### config.mk
export PLATFORM = sky130hd
export DESIGN_NAME = line_fetch_master
export DESIGN_NICKNAME = d
export VERILOG_FILES = /design/src/rtl/bus_package.sv /design/src/rtl/line_fetch_master.sv
export SDC_FILE = /design/constraint.sdc
export NUM_CORES = 1
export LEC_CHECK = 0
export CORE_ASPECT_RATIO = 1.4
export CORE_UTILIZATION = 41
export CTS_CLUSTER_SIZE = 10
export DETAILED_ROUTE_END_ITERATION = 10
export PLACE_DENSITY_LB_ADDON = 0.12
export SKIP_CTS_REPAIR_TIMING = 1
export SLEW_MARGIN = 25
export SYNTH_ARGS = -nofsm -noshare
export SYNTH_HDL_FRONTEND = slang
export SYNTH_SLANG_ARGS = --single-unit
export TNS_END_PERCENT = 10
### constraint.sdc
create_clock -name clock -period 8 [get_ports clock]
set_clock_uncertainty 0.1 [all_clocks]
set_input_delay 1.6 -clock clock [delete_from_list [all_inputs] [get_ports clock]]
set_output_delay 1.6 -clock clock [all_outputs]
set_load 0.01 [all_outputs]
### src/rtl/bus_package.sv
// Shared definitions for the split request/response system bus.
// Provides the tag and command field widths, the bus_read command encoding
// and the width of one fetched line.
package bus_package;

    localparam int unsigned TAG_WIDTH       = 4;
    localparam int unsigned CMD_WIDTH       = 3;
    localparam int unsigned READ_LINE_WIDTH = 128;

    localparam logic [CMD_WIDTH-1:0] bus_read = 3'd1;

endpackage : bus_package

### src/rtl/line_fetch_master.sv
// Bus master that fetches one 128-bit line per consumer request from a
// read-only slave over the split request/response bus.
//
// Ports
//   clock, reset                 rising-edge clock, asynchronous active-high reset
//   fetch_valid/fetch_ready      consumer request handshake (ready only when idle)
//   fetch_address                byte address, low 4 bits dropped to align to a line
//   line_valid/line_error        one-cycle completion pulse, error qualifies it
//   line_data                    fetched line, held until the next completion
//   request_breq/request_bgnt    request-bus arbitration
//   request_oe/address/command/tag  request bus drive, zero when not driving
//   nack                         slave refusal, sampled in the request_oe cycle
//   response_oe/tag/data         response bus, matched on MASTER_TAG while waiting
module line_fetch_master
    import bus_package::*;
#(
    parameter logic [TAG_WIDTH-1:0] MASTER_TAG     = '0,
    parameter int unsigned          MAX_RETRY      = 15,
    parameter int unsigned          BACKOFF_CYCLES = 4,
    parameter int unsigned          TIMEOUT_CYCLES = 1023
) (
    input  logic                       clock,
    input  logic                       reset,

    input  logic                       fetch_valid,
    input  logic [31:0]                fetch_address,
    output logic                       fetch_ready,

    output logic                       line_valid,
    output logic                       line_error,
    output logic [READ_LINE_WIDTH-1:0] line_data,

    output logic                       request_breq,
    input  logic                       request_bgnt,
    output logic                       request_oe,
    output logic [31:0]                request_address,
    output logic [CMD_WIDTH-1:0]       request_command,
    output logic [TAG_WIDTH-1:0]       request_tag,
    input  logic                       nack,

    input  logic [READ_LINE_WIDTH-1:0] response_data,
    input  logic [TAG_WIDTH-1:0]       response_tag,
    input  logic                       response_oe
);

    localparam int unsigned RETRY_W   = (MAX_RETRY > 0)      ? $clog2(MAX_RETRY + 1)      : 1;
    localparam int unsigned TIMEOUT_W = (TIMEOUT_CYCLES > 0) ? $clog2(TIMEOUT_CYCLES + 1) : 1;
    localparam int unsigned BACKOFF_W = (BACKOFF_CYCLES > 0) ? $clog2(BACKOFF_CYCLES + 1) : 1;

    localparam logic [RETRY_W-1:0]   RETRY_LIMIT   = RETRY_W'(MAX_RETRY);
    localparam logic [TIMEOUT_W-1:0] TIMEOUT_LIMIT = TIMEOUT_W'(TIMEOUT_CYCLES);
    localparam logic [BACKOFF_W-1:0] BACKOFF_LAST  =
        BACKOFF_W'((BACKOFF_CYCLES > 0) ? BACKOFF_CYCLES - 1 : 0);

    typedef enum logic [2:0] {
        IDLE,
        ARB,
        ISSUE,
        BACKOFF,
        WAIT,
        DONE
    } state_t;

    state_t                     state_q,      state_d;
    logic [31:0]                address_q,    address_d;
    logic [RETRY_W-1:0]         retry_q,      retry_d;
    logic [BACKOFF_W-1:0]       backoff_q,    backoff_d;
    logic [TIMEOUT_W-1:0]       timeout_q,    timeout_d;
    logic                       line_valid_q, line_valid_d;
    logic                       line_error_q, line_error_d;
    logic [READ_LINE_WIDTH-1:0] line_data_q,  line_data_d;

    logic response_match;
    logic unused_address_bits;

    // Line alignment discards the byte offset within the line.
    assign unused_address_bits = ^fetch_address[3:0];

    assign response_match = response_oe && (response_tag == MASTER_TAG);

    always_ff @(posedge clock or posedge reset) begin
        if (reset) begin
            state_q      <= IDLE;
            address_q    <= '0;
            retry_q      <= '0;
            backoff_q    <= '0;
            timeout_q    <= '0;
            line_valid_q <= 1'b0;
            line_error_q <= 1'b0;
            line_data_q  <= '0;
        end else begin
            state_q      <= state_d;
            address_q    <= address_d;
            retry_q      <= retry_d;
            backoff_q    <= backoff_d;
            timeout_q    <= timeout_d;
            line_valid_q <= line_valid_d;
            line_error_q <= line_error_d;
            line_data_q  <= line_data_d;
        end
    end

    // The completion flops are loaded on the transition into DONE, so the
    // registered line_valid pulse lines up with the single DONE cycle.
    always_comb begin
        state_d      = state_q;
        address_d    = address_q;
        retry_d      = retry_q;
        backoff_d    = backoff_q;
        timeout_d    = timeout_q;
        line_valid_d = 1'b0;
        line_error_d = 1'b0;
        line_data_d  = line_data_q;

        case (state_q)
            IDLE: begin
                if (fetch_valid) begin
                    address_d = {fetch_address[31:4], 4'b0000};
                    retry_d   = '0;
                    state_d   = ARB;
                end
            end

            ARB: begin
                if (request_bgnt) begin
                    state_d = ISSUE;
                end
            end

            ISSUE: begin
                if (!nack) begin
                    timeout_d = '0;
                    state_d   = WAIT;
                end else if (retry_q == RETRY_LIMIT) begin
                    line_valid_d = 1'b1;
                    line_error_d = 1'b1;
                    line_data_d  = '0;
                    state_d      = DONE;
                end else begin
                    retry_d   = retry_q + 1'b1;
                    backoff_d = '0;
                    state_d   = (BACKOFF_CYCLES == 0) ? ARB : BACKOFF;
                end
            end

            BACKOFF: begin
                if (backoff_q == BACKOFF_LAST) begin
                    state_d = ARB;
                end else begin
                    backoff_d = backoff_q + 1'b1;
                end
            end

            WAIT: begin
                // A matching beat takes priority over an expiring timeout.
                if (response_match) begin
                    line_valid_d = 1'b1;
                    line_data_d  = response_data;
                    state_d      = DONE;
                end else if (timeout_q == TIMEOUT_LIMIT) begin
                    line_valid_d = 1'b1;
                    line_error_d = 1'b1;
                    line_data_d  = '0;
                    state_d      = DONE;
                end else begin
                    timeout_d = timeout_q + 1'b1;
                end
            end

            DONE: begin
                state_d = IDLE;
            end

            default: begin
                state_d = IDLE;
            end
        endcase
    end

    assign fetch_ready     = (state_q == IDLE);
    assign request_breq    = (state_q == ARB);
    assign request_oe      = (state_q == ISSUE);
    assign request_address = request_oe ? address_q  : '0;
    assign request_command = request_oe ? bus_read   : '0;
    assign request_tag     = request_oe ? MASTER_TAG : '0;

    assign line_valid = line_valid_q;
    assign line_error = line_error_q;
    assign line_data  = line_data_q;

endmodule : line_fetch_master
# Word level (Yosys, flattened, before mapping)
# Cells that the tools add are included.
# word_totals
reg_bits,178
inputBits,170
elab_cells,75
# classes
n_addsub,3
eq_ne,18
mux,34
n_reduce_logical,12
# ops
cell,n
2-to-1 mux 128 bit,4
one-hot mux 128 bit (2 select lines),1
2-to-1 mux 32 bit,1
2-to-1 mux 10 bit,3
2-to-1 mux 3 bit,10
one-hot mux 10 bit (2 select lines),1
AND reduction 4 bit,5
one-hot mux 3 bit (5 select lines),1
!= test 2 bit (second input constant),7
2-to-1 mux 4 bit,3
adder 10 x 1 -> 10 bit (second input constant),1
equality test 10 bit (second input constant),1
equality test 3 x 2 -> 1 bit (second input constant),3
one-hot mux 4 bit (2 select lines),1
2-to-1 mux 1 bit,6
!= test 2 x 1 -> 1 bit (second input constant),3
one-hot mux 3 bit (2 select lines),1
nonzero test 2 bit,3
adder 4 x 1 -> 4 bit (second input constant),1
equality test 4 bit (second input constant),1
zero test 4 bit,1
one-hot mux 1 bit (2 select lines),2
adder 3 x 1 -> 3 bit (second input constant),1
equality test 3 x 1 -> 1 bit (second input constant),1
5 further kinds,5

# Longest topological paths before layout
# logic_depth
ltp_word,4
ltp_mapped,7
ltp_nobuf,6

# Worst setup path before layout
# OpenSTA, ideal clock, no wires.
# synth_timing
path_kind,reg2out
start,register state_q[0]
end,output request_address[23]
arrival_ns,1.412
slack_ns,4.888
stages_incl_launch_ff,5
path_buffers,2
path_cell_list,dfrtp_1 -> clkbuf_1 -> nor3b_1 -> clkbuf_1 -> and2_1
# synth_between
elab_chain_cells,2
# synth_rtl
element,line,rtl
from (decl),line_fetch_master.sv:64,"state_t state_q, state_d;"
from (signal assigned),line_fetch_master.sv:92,state_q <= state_d;
equality test 3 x 2 -> 1 bit,line_fetch_master.sv:182,assign request_oe = (state_q == ISSUE);
net request_oe,line_fetch_master.sv:35,"output logic request_oe,"
2-to-1 mux 32 bit,line_fetch_master.sv:183,assign request_address = request_oe ? address_q : '0;
to (decl),line_fetch_master.sv:36,"output logic [31:0] request_address,"
# The timed path passes the listed nets, and every way through them passes these cells.

# Final worst setup path
# layout_timing
start,input response_tag[1]
end,register timeout_q[6]
# layout_between
elab_chain_cells,4
# layout_rtl
element,line,rtl
from (decl),line_fetch_master.sv:42,"input logic [TAG_WIDTH-1:0] response_tag,"
zero test 4 bit,line_fetch_master.sv:79,assign response_match = response_oe && (response_tag == MASTER_TAG);
logical AND 1 bit,line_fetch_master.sv:79,
!= test 2 bit (no line),--,
AND reduction 4 bit (no line),--,
to (signal assigned),line_fetch_master.sv:96,timeout_q <= timeout_d;
to (decl),line_fetch_master.sv:68,"logic [TIMEOUT_W-1:0] timeout_q, timeout_d;"
# Every way passes these cells.
# A chain may end at the register's enable or synchronous reset.

==> flow_metrics.py <==
metrics = {
    "die": {
        "start_util_pct": 42.34,
        "die_y_um": 158.6,
        "die_area_mm2": 0.01805,
        "ioPinCount": 342,
        "die_w_um": 113.8,
        "coreArea_mm2": 0.01696,
        "rows": 56,
    },
    "clocking": {
        "numCtsBuffers": 17,
        "clock-sinks": 178,
        "clock_latency_ns": 0.41,
        "clk_pin_slew_ns": 0.08,
        "cts.htree.levels": 4,
        "cts_tree": "yes",
        "root_buffer": "clkbuf_16",
        "cts.path.max_buffers": 2,
    },
    "grt": {
        "antenna_found_initial": 2,
        "grt_max_degree": 121,
        "grt_overflow": 0,
        "gr-usage-all-layers_pct": 23.67,
        "grt_pass1_vias": 5929,
        "grt_pass1_wl_um": 32790,
    },
    "drt": {
        "wire_per_inst_um": 18.62,
        "via_count": 5942,
        "firstDrtPassIters": 4,
        "ant_nets": 0,
        "drtIter0Drc": 373,
        "viasPerCell": 5.212,
        "remaining_drc_errors": 0,
        "wirelength_um": 21230,
    },
    "final_layout": {
        "n_antenna_cell": 0,
        "seqCellArea_mm2": 0.004454,
        "finish.utilization_pct": 65.30,
        "multiInputGateArea_mm2": 0.002395,
        "area.growth.synth_to_final_pct": 54.23,
        "fin_cells": 1140,
        "drive_above_1_share_pct": 4.956,
        "nFillCells": 1347,
        "nNetsFinal": 1070,
    },
    "sta": {
        "layout_setup_ws_ns": 3.596,
        "setup_viol": 0,
        "post-route-min-period_ns": 4.404,
        "hold_ws_ns": 0.3676,
        "rsz0062_at_grt": "no",
        "fmax_mhz": 227.0,
        "fin_crit_sh_pct": 55.06,
        "finalSetupTns_ns": 0,
        "worst_pin_slew_ns": 1.000,
        "finalMaxSlewViolations": 0,
        "relSlewSlack_pct": 33.33,
        "finalHoldViolCount": 0,
    },
    "min_path": {
        "min_from": "address_q[10]",
        "hold_class": "reg -> reg",
    },
    "worst_setup_path": {
        "crit_buf_inv": 2,
        "path_class": "in -> reg",
        "crit_path_top_delay_cell": "buf_4",
        "cp_top_family": "simple AND/OR/NAND/NOR gates",
        "path_cells": "clkdlybuf4s50_1, nor4_1, and3_4, buf_4, nor3_1, o221ai_1",
        "cp_max_fo": 94,
        "end_kind": "flop",
        "slowest_delay_ns": 0.83,
        "rr_startpoint": "state_q[2]",
        "crit_arrival_ns": 4.63,
        "startpoint_type": "primary input",
        "crit_path_start": "response_tag[1]",
        "cp.required_ns": 8.23,
    },
    "synthesis": {
        "seq_area_frac_synth_pct": 62.04,
        "synthFlopType": "dfrtp_1",
        "ys_warn_count": 0,
        "synth_edf_count": 0,
        "avgSynthCellArea_um2": 12.11,
        "synthArstFlopShare_pct": 100.0,
        "ys_seq_elements": 178,
        "yosys.cell_types.count": 50,
        "syn-cell-area_mm2": 0.007179,
        "postSynthCellCount": 593,
    },
    "power_and_ir_drop": {
        "leakagePower_uw": 0.005005,
        "max-vdd-ir-drop_mv": 0.1338,
        "powerDensity_mw_per_mm2": 262.0,
    },
    "placed_design": {
        "dp_cells": 1109,
        "dp_hpwl_um": 14960,
        "portBuffers": 327,
        "pre_cts_slack_ns": 3.219,
        "gp_congestion": 0.8903,
    },
    "run_status": {
        "status": "complete, no violations",
    },
    "flow_run": {
        "max-cap-violations": 0,
    },
}
[worst min-delay path, cell delays in order (launching register included)]
cell and delay, ns:
dfrtp_1 0.34, nand2_1 0.05, nand2_1 0.05
[cell usage in the layout (no fill, tap or decap), drive strengths merged, types with 6 or more instances in the layout]
cell / instances
inv: 15
clkdlybuf4s50: 327
nand3: 9
a22o: 129
and2: 30
conb: 10
clkbuf: 17
nor3: 6
nand2: 102
dfrtp: 178
[path summary, 6_finish.rpt]
| path | to | slack [ns] | cells after the start |
|---|---|---|---|
| max in group asynchronous | backoff_q[2] | 4.88 | 3 |
| min reg2reg | address_q[10] | 0.37 | 2 |
| max | timeout_q[6] | 3.60 | 6 |
| max reg2reg | timeout_q[6] | 4.45 | 5 |
| min | address_q[10] | 0.37 | 2 |
| min in group asynchronous | line_data[88] | 1.62 | 2 |
[through the flow]
stage          instance area [µm²]  total power (µW)
6_report                     11070              2901
5_1_grt                      11070              3072
4_1_cts                      11070              2931
3_5_place_dp                 10480              2090
3_3_place_gp                 10470              2061
2_1_floorplan                 7213              1625
[per-layer routing]
metal / vias to the layer above / global-route usage (%) / wire length, µm
li1: 2719 / - / -
met1: 2907 / 28.85 / 8318
met2: 279 / 39.63 / 10570
met3: 33 / 7.309 / 1795
met4: 4 / 8.596 / 524
met5: - / 0 / 24
[synth_stat cells, drive strengths merged (6+ instances only)]
| master | number | area, µm² |
|---|---|---|
| inv | 8 | 30.03 |
| and2 | 30 | 187.7 |
| a22o | 129 | 1130 |
| nor3 | 6 | 30.03 |
| clkbuf | 15 | 56.30 |
| buf | 41 | 300.3 |
| nand2 | 102 | 382.9 |
| nand3 | 9 | 45.04 |
| dfrtp | 178 | 4454 |
[cell families after synthesis]
kind of cell | Yosys count | share of synthesized area [%]
AND/OR/NAND/NOR | 185 | 12.76
flip-flops | 178 | 62.04
AO/OA/AOI/OAI | 158 | 18.63
buffers and inverters | 64 | 5.385
adder cells (fa/ha/maj) | 4 | 0.6971
multiplexers | 3 | 0.4357
other | 1 | 0.05223
[layout make-up]
type	count	share of cell area [%]
Timing Repair Buffer	331	29.90
Sequential cell	178	40.23
Tap cell	232	2.621
Inverter	8	0.3164
Multi-Input combinational cell	360	21.63
Clock inverter	14	1.469
Clock buffer	17	3.842
[where the power goes]
group / leakage [µW] / internal, µW / switching, µW
sequential: 0.00242 / 1090 / 138
clock: 0.000286 / 445 / 381
combinational: 0.00230 / 478 / 364
[registers in the layout, indices dropped and copies added, names as in the netlist]
signal      flops
line_valid      1
timeout_q      10
line_data     128
line_error      1
backoff_q       3
state_q         3
address_q      28
retry_q         4
Note: power is estimated with default switching activity, not from simulation.
